**config.mk**
```make
export PLATFORM = sky130hd
export DESIGN_NAME = mod_dual_cmp_nl
export DESIGN_NICKNAME = d
export VERILOG_FILES = /design/src/rtl/mod_cmp_pkg.sv /design/src/rtl/mod_cmp_stage.sv /design/src/rtl/mod_dual_cmp_nl.sv
export SDC_FILE = /design/constraint.sdc
export NUM_CORES = 1
export LEC_CHECK = 0
export BUFFER_PORTS_ARGS = -buffer_cell sky130_fd_sc_hd__buf_2
export CORE_UTILIZATION = 39
export DETAILED_ROUTE_END_ITERATION = 12
export REMOVE_ABC_BUFFERS = 1
export SETUP_SLACK_MARGIN = 0.05
export SLEW_MARGIN = 10
export SYNTH_ARGS = -nofsm -noshare
export SYNTH_HDL_FRONTEND = slang
export SYNTH_SLANG_ARGS = --single-unit
```
**constraint.sdc**
```tcl
create_clock -name clk -period 12.05 [get_ports clk]
set_input_delay 2.41 -clock clk [delete_from_list [all_inputs] [get_ports clk]]
set_output_delay 2.41 -clock clk [all_outputs]
set_load 0.02 [all_outputs]
```
**src/rtl/mod_cmp_pkg.sv**
```systemverilog
// Shared sign encoding and compare/merge helpers for the dual-threshold
// mixed-radix comparator.
package mod_cmp_pkg;

    typedef logic [1:0] sign_t;

    localparam sign_t SIGN_EQ  = 2'b00;
    localparam sign_t SIGN_GT  = 2'b01;
    localparam sign_t SIGN_LT  = 2'b10;
    localparam sign_t SIGN_ERR = 2'b11;

    // Widest digit the compare helper handles; callers zero-extend into it.
    localparam int CMP_W = 64;

    // Any decided (or illegal) prior sign wins over this stage's digit result.
    function automatic sign_t sign_merge(input sign_t prior, input sign_t nxt);
        return (prior != SIGN_EQ) ? prior : nxt;
    endfunction

    function automatic sign_t digit_cmp(input logic [CMP_W-1:0] a, input logic [CMP_W-1:0] b);
        if (a > b) return SIGN_GT;
        if (a < b) return SIGN_LT;
        return SIGN_EQ;
    endfunction

endpackage

```
**src/rtl/mod_cmp_stage.sv**
```systemverilog
// One comparator pipeline stage: compares a single digit against the POS and
// NEG constant digits and merges with the signs from more-significant stages.
module mod_cmp_stage
    import mod_cmp_pkg::*;
#(
    parameter int                    DATA_WIDTH = 18,
    parameter logic [DATA_WIDTH-1:0] POS_DIGIT  = '0,
    parameter logic [DATA_WIDTH-1:0] NEG_DIGIT  = '0
) (
    input  logic                  clk,
    input  logic                  rst_n,
    input  logic                  en,
    input  logic                  valid_in,
    input  logic [DATA_WIDTH-1:0] digit,
    input  sign_t                 sign_a_in,
    input  sign_t                 sign_b_in,
    output logic                  valid_out,
    output sign_t                 sign_a_out,
    output sign_t                 sign_b_out
);

    sign_t cmp_a;
    sign_t cmp_b;

    assign cmp_a = digit_cmp(CMP_W'(digit), CMP_W'(POS_DIGIT));
    assign cmp_b = digit_cmp(CMP_W'(digit), CMP_W'(NEG_DIGIT));

    // Stage register
    always_ff @(posedge clk or negedge rst_n) begin
        if (!rst_n) begin
            valid_out  <= 1'b0;
            sign_a_out <= SIGN_EQ;
            sign_b_out <= SIGN_EQ;
        end else if (en) begin
            valid_out  <= valid_in;
            sign_a_out <= sign_merge(sign_a_in, cmp_a);
            sign_b_out <= sign_merge(sign_b_in, cmp_b);
        end
    end

endmodule

```
**src/rtl/mod_dual_cmp_nl.sv**
```systemverilog
// Pipelined dual-threshold comparator for mixed-radix digit vectors with a
// valid/ready handshake, global stall and an output alignment delay line.
module mod_dual_cmp_nl
    import mod_cmp_pkg::*;
#(
    parameter int                                DATA_WIDTH  = 18,
    parameter int                                NUM_DIGITS  = 4,
    parameter logic [NUM_DIGITS*DATA_WIDTH-1:0]  POS_DIGITS  = '0,
    parameter logic [NUM_DIGITS*DATA_WIDTH-1:0]  NEG_DIGITS  = '0,
    parameter int                                ALIGN_DEPTH = 5
) (
    input  logic                             clk,
    input  logic                             rst_n,
    input  logic                             in_valid,
    output logic                             in_ready,
    input  logic [NUM_DIGITS*DATA_WIDTH-1:0] in_digits,
    input  logic [1:0]                       sign_in_A,
    input  logic [1:0]                       sign_in_B,
    output logic                             out_valid,
    input  logic                             out_ready,
    output logic [1:0]                       sign_result_A,
    output logic [1:0]                       sign_result_B,
    output logic                             pos_cout,
    output logic                             neg_cout
);

    localparam int VEC_W = NUM_DIGITS * DATA_WIDTH;

    // Bit offset of stage k's digit slice inside the triangular digit bus;
    // stage k sees only the NUM_DIGITS-k digits not yet consumed.
    function automatic int src_off(input int k);
        return DATA_WIDTH * (k * NUM_DIGITS - (k * (k - 1)) / 2);
    endfunction

    localparam int SRC_W = src_off(NUM_DIGITS);

    logic             en;
    logic             vld_p0;
    sign_t            sa_p0;
    sign_t            sb_p0;
    logic [VEC_W-1:0] dig_p0;

    wire [SRC_W-1:0]              src_bus;
    wire [NUM_DIGITS:0]           vld_st;
    wire [NUM_DIGITS:0][1:0]      sa_st;
    wire [NUM_DIGITS:0][1:0]      sb_st;
    wire [ALIGN_DEPTH:0]          vld_al;
    wire [ALIGN_DEPTH:0][1:0]     sa_al;
    wire [ALIGN_DEPTH:0][1:0]     sb_al;

    // Every stage, bubbles included, holds while the output is blocked.
    assign en       = ~(out_valid & ~out_ready);
    assign in_ready = en;

    // Stage 0: input capture
    always_ff @(posedge clk or negedge rst_n) begin
        if (!rst_n) begin
            vld_p0 <= 1'b0;
            sa_p0  <= SIGN_EQ;
            sb_p0  <= SIGN_EQ;
        end else if (en) begin
            vld_p0 <= in_valid;
            sa_p0  <= sign_in_A;
            sb_p0  <= sign_in_B;
        end
    end

    always_ff @(posedge clk) begin
        if (en) dig_p0 <= in_digits;
    end

    assign vld_st[0]          = vld_p0;
    assign sa_st[0]           = sa_p0;
    assign sb_st[0]           = sb_p0;
    assign src_bus[0 +: VEC_W] = dig_p0;

    // Stages 1..NUM_DIGITS: one digit per stage, most significant first
    for (genvar k = 0; k < NUM_DIGITS; k++) begin : g_stg
        localparam int OFF = src_off(k);
        localparam int SW  = (NUM_DIGITS - k) * DATA_WIDTH;

        mod_cmp_stage #(
            .DATA_WIDTH (DATA_WIDTH),
            .POS_DIGIT  (POS_DIGITS[k*DATA_WIDTH +: DATA_WIDTH]),
            .NEG_DIGIT  (NEG_DIGITS[k*DATA_WIDTH +: DATA_WIDTH])
        ) u_stage (
            .clk        (clk),
            .rst_n      (rst_n),
            .en         (en),
            .valid_in   (vld_st[k]),
            .digit      (src_bus[OFF +: DATA_WIDTH]),
            .sign_a_in  (sa_st[k]),
            .sign_b_in  (sb_st[k]),
            .valid_out  (vld_st[k+1]),
            .sign_a_out (sa_st[k+1]),
            .sign_b_out (sb_st[k+1])
        );

        if (k < NUM_DIGITS - 1) begin : g_rest
            logic [SW-DATA_WIDTH-1:0] rest_p;

            always_ff @(posedge clk) begin
                if (en) rest_p <= src_bus[OFF+DATA_WIDTH +: SW-DATA_WIDTH];
            end

            assign src_bus[OFF+SW +: SW-DATA_WIDTH] = rest_p;
        end
    end

    // Alignment delay line
    assign vld_al[0] = vld_st[NUM_DIGITS];
    assign sa_al[0]  = sa_st[NUM_DIGITS];
    assign sb_al[0]  = sb_st[NUM_DIGITS];

    for (genvar j = 0; j < ALIGN_DEPTH; j++) begin : g_align
        logic  vld_q;
        sign_t sa_q;
        sign_t sb_q;

        always_ff @(posedge clk or negedge rst_n) begin
            if (!rst_n) begin
                vld_q <= 1'b0;
                sa_q  <= SIGN_EQ;
                sb_q  <= SIGN_EQ;
            end else if (en) begin
                vld_q <= vld_al[j];
                sa_q  <= sa_al[j];
                sb_q  <= sb_al[j];
            end
        end

        assign vld_al[j+1] = vld_q;
        assign sa_al[j+1]  = sa_q;
        assign sb_al[j+1]  = sb_q;
    end

    assign out_valid     = vld_al[ALIGN_DEPTH];
    assign sign_result_A = sa_al[ALIGN_DEPTH];
    assign sign_result_B = sb_al[ALIGN_DEPTH];
    assign pos_cout      = |sa_al[ALIGN_DEPTH];
    assign neg_cout      = |sb_al[ALIGN_DEPTH];

endmodule

```
* Word level (Yosys, flattened, before mapping)
Index checks and enable logic that the tools add are counted.
** Cells by class
- Equal/unequal tests :: 0
- Order comparisons :: 4
- Reductions and logical operators :: 10
- Bitwise logic cells :: 3
- Shift operators :: 0
- Muxes and demuxes :: 20
- $mul :: 0
- Add/subtract/negate cells :: 0
- Divide/modulo/power cells :: 0
** Operator list (number)
- $gt A18 B1 Y1 const B :: 4
- $mux W2 :: 16
- $reduce_bool A2 Y1 :: 8
- $mux W1 :: 4
- $reduce_or A2 Y1 :: 2
- $not A1 Y1 :: 2
- $and A1 B1 Y1 :: 1
** Word-level totals
- RAM bits :: 0
- Output and inout port bits :: 8
- Memories :: 0
- Input port bits :: 80
- Flip-flop bits (word level) :: 230
- Logic and storage cells :: 71
- Bits in latches :: 0
- Bits in read-only memories :: 0

* Longest topological paths before layout
- Word-level depth :: 4
- Mapped depth :: 6

* Hierarchy
A second synthesis with hierarchy kept.
** Second synthesis, totals
- Cell total of the unflattened synthesis :: 344
- Area, all modules :: 7739.9 sq um
** Modules (own cells, without submodules)
- mod_dual_cmp_nl :: area each 6683.9 sq um, times used 1, cells each 252
- mod_cmp_stage :: area each 264.0 sq um, times used 4, cells each 23

* Worst setup path after synthesis
Ideal clock, no wire load.
- Kind :: input -> output
- From :: input port out_ready
- To :: output port in_ready
- Arrival time :: 7904 ps
- Slack :: 1736 ps
- Stages on the path :: 4
- Cells stage by stage :: nor2b_1 inv_2 buf_2 buf_1
** Between the ends
- Cells in the longest elaborated chain, start to end :: 3
** Ends and longest elaborated chain
- start: declaration :: RTL line mod_dual_cmp_nl.sv:20 : input logic out_ready,
- $not A1 Y1 :: RTL line mod_dual_cmp_nl.sv:52 : assign en = ~(out_valid & ~out_ready);
- $and A1 B1 Y1 :: RTL line mod_dual_cmp_nl.sv:52
- $not A1 Y1 :: RTL line mod_dual_cmp_nl.sv:52
- end: declaration :: RTL line mod_dual_cmp_nl.sv:15 : output logic in_ready,
No other way between the ends.

* Worst setup path after layout
Ends and elaborated chain as after synthesis.

==> impl_metrics.ini <==
[outcome]
status = finished, final reports clean

[setup_path]
slowest_delay_ns = 0.72
critical_path_depth = 5
worst_path_max_delay_cell = inv_8
crit_type = in2out
timing.critical_path.from = out_ready
worstSetupStartpointType = input pin
reg2reg_from = out_valid
critPathArrivalTime_ns = 3.94
critPathBufInv = 4
crit_path_end_kind = output port
cp_top_family = buffers and inverters
required_ns = 9.64
r2r_cells = 4
path_max_fanout = 154
path_cells = buf_2 -> nor2b_4 -> buf_4 -> inv_8 -> buf_2
cpMostUsedCell = buf_2

[layout]
n_antenna_cell = 0
fin_util_pct = 48.0
nFillCells = 1605
drive_above_1_share_pct = 24.8
syn_to_final_growth_pct = 20.0
num-nets-final = 600

[timing]
max_slew_margin_pct = 36.2
rsz0062_at_grt = false
final-setup-viol-count = 0
worst_slack_ns = 5.70
period_minus_slack_ns = 6.35
finalClockSkew_ns = 0.0126
fin_setup_tns_ns = 0
max_freq_mhz = 158
drv_slew = 0
worst_pin_slew_ns = 0.958
hold_viol = 0
fin_crit_sh_pct = 52.7

[clocking]
cts_buffer_depth = 3
cts-buffers-inserted = 24
tritoncts = built
htree_num_levels = 1
post_cts_resize_count = 0
cts.sinks = 230
cts_setup_buffers = 0
clkLatencyLatePin_ns = 0.50
clk_pin_slew_worst_paths_ns = 0.06
cts-root-buf = clkbuf_16
cts_hold_buf = 0

[place]
place_hpwl_um = 5840
dp_slack_ns = 5.68
gp_congestion = 0.682
port_buffers = 87

[power]
peakVddDrop_mv = 0.0994
leakagePower_nw = 3.64
powerDensity_nw_per_um2 = 240
p_sw_share_pct = 24.0
p_switching_uw = 520
pwr-share-seq_pct = 57.1
power.internal_mw = 1.65
combPwrFrac_pct = 10.6
power_frac_clock_pct = 32.4

[job]
cap_violations = 0

[routing]
drtPass1Iterations = 4
routed_wl_um = 10200
vias_per_cell = 4.54
ant_nets = 0
drc_errors = 0
num_vias = 3501
drt-initial-drc-count = 129
wl_per_cell_um = 13.2

[global_routing]
antenna_found_initial = 0
grt_max_degree = 155
grt_pass1_wl_um = 16600
grt_pass1_vias = 3512
grt_usage_pct = 10.5
grt-ovfl-total = 0

[worst_hold_path]
worstHoldStart = dig_p0[28]
holdPathStages = 0
hold_class = reg2reg

[synth]
yosys_warnings = 0
syn-cell-area_um2 = 7510
avgSynthCellArea_um2 = 18.1
synth-seq-cells = 230
synth-compound-area-share_pct = 1.33
synthCells = 414
synth_adder_area_share_pct = 0
ys_seq_area_share_pct = 88.7
synth.distinct_cells = 22
synthMuxAreaShare_pct = 0
synthSimpleGateAreaFrac_pct = 9.07
synthXorXnorAreaFrac_pct = 0
synth_top_family_by_area = simple AND/OR/NAND/NOR gates

[die]
rows = 50
core_area_um2 = 18800
dieWidth_um = 141
ios = 88
die_h_um = 141
start_util_pct = 40.0
dieArea_um2 = 19800
[flip-flops by register name, summed over array words and instances, names as in the netlist]
name,flops
vld_p0,1
dig_p0,72
g_stg.u_stage.sign_a_out,8
out_valid,1
sb_p0,2
g_stg.g_rest.rest_p,108
g_align.sb_q,8
sign_result_B,2
g_stg.u_stage.sign_b_out,8
g_align.sa_q,8
g_align.vld_q,4
g_stg.u_stage.valid_out,4
sign_result_A,2
sa_p0,2
[cells in the mapped netlist (all sizes together)]
cell | instances | area, µm²
inv | 7 | 26.3
o22ai | 6 | 37.5
dfrtp | 50 | 1250
a2bb2oi | 2 | 17.5
nor4 | 16 | 128
nand2 | 123 | 462
clkbuf | 1 | 3.75
edfxtp | 180 | 5410
o21a | 2 | 15.0
nand4 | 1 | 6.26
buf | 9 | 41.3
nor2b | 1 | 6.26
nand2b | 1 | 6.26
and4 | 3 | 26.3
or2 | 2 | 12.5
or4 | 4 | 33.8
a21oi | 6 | 30.0
[worst register-to-register path, cell delays in order (launching register included)]
cell	delay, ns
dfrtp_1	0.37
nor2b_4	0.12
buf_4	0.29
inv_8	0.73
buf_4	0.93
[cell families after synthesis]
| kind of cell | Yosys count |
|---|---|
| flip-flops | 230 |
| AO/OA/AOI/OAI | 16 |
| buffers and inverters | 17 |
| AND/OR/NAND/NOR | 151 |
[path summary, 6_finish.rpt]
| check | end | slack (ns) |
|---|---|---|
| max | in_ready | 5.70 |
| min reg2reg | g_stg[0].g_rest.rest_p[10] | 0.41 |
| min | g_stg[0].g_rest.rest_p[10] | 0.41 |
| min in group asynchronous | out_valid | 1.89 |
| max reg2reg | g_stg[0].g_rest.rest_p[46] | 9.19 |
| max in group asynchronous | sb_p0[0] | 9.63 |
[stage by stage]
step / power [mW] / hold slack, ns / area, µm² / instances
2_1_floorplan: 1.40 / 0.400 / 7460 / 404
3_3_place_gp: 1.46 / 0.403 / 8220 / 727
3_5_place_dp: 1.49 / 0.405 / 8220 / 727
4_1_cts: 2.20 / 0.415 / 8990 / 770
5_1_grt: 2.29 / 0.419 / 9010 / 771
6_report: 2.17 / 0.413 / 9010 / 771
[power by group through the flow]
stage / clock (mW) / sequential (mW) / combinational (mW)
after floorplan: 0 / 1.25 / 0.155
after global placement: 0 / 1.24 / 0.223
after detailed placement: 0 / 1.26 / 0.234
after CTS: 0.726 / 1.24 / 0.234
after global routing: 0.759 / 1.26 / 0.263
final: 0.701 / 1.24 / 0.229
[cell type report]
cell class / count / area [µm²] / share of cell area, %
Clock buffer: 27 / 633 / 7.03
Clock inverter: 16 / 133 / 1.47
Inverter: 7 / 33.8 / 0.375
Multi-Input combinational cell: 167 / 788 / 8.75
Sequential cell: 230 / 6660 / 73.9
Tap cell: 234 / 293 / 3.25
Timing Repair Buffer: 90 / 470 / 5.22
[metal layers]
| metal | track usage [%] | vias to the layer above | wire [µm] | part of all wire, % |
|---|---|---|---|---|
| li1 | - | 1715 | - | - |
| met1 | 12.8 | 1682 | 4390 | 43 |
| met4 | 4.35 | 0 | 272 | 2.7 |
| met2 | 17.8 | 81 | 4920 | 48 |
| met3 | 2.62 | 23 | 567 | 5.6 |
| met5 | 0 | - | 0 | 0 |
[layout by cell type (no fill, tap or decap), types with 2 or more instances in the layout]
cell type and instances:
nor4_1 13, inv_1 6, clkbuf_16 25, clkinv_2 5, clkinv_1 6, o21a_1 2
clkbuf_1 2, buf_2 87, dfrtp_1 50, edfxtp_1 180, bufinv_16 2, clkinv_4 2
a21oi_1 6, nor4_2 2, or2_2 2, a2bb2oi_1 2, o22ai_1 6, and4_1 3
or4_1 3, nand2_1 123, buf_4 2
No activity file was read; power rests on OpenSTA's default activity.
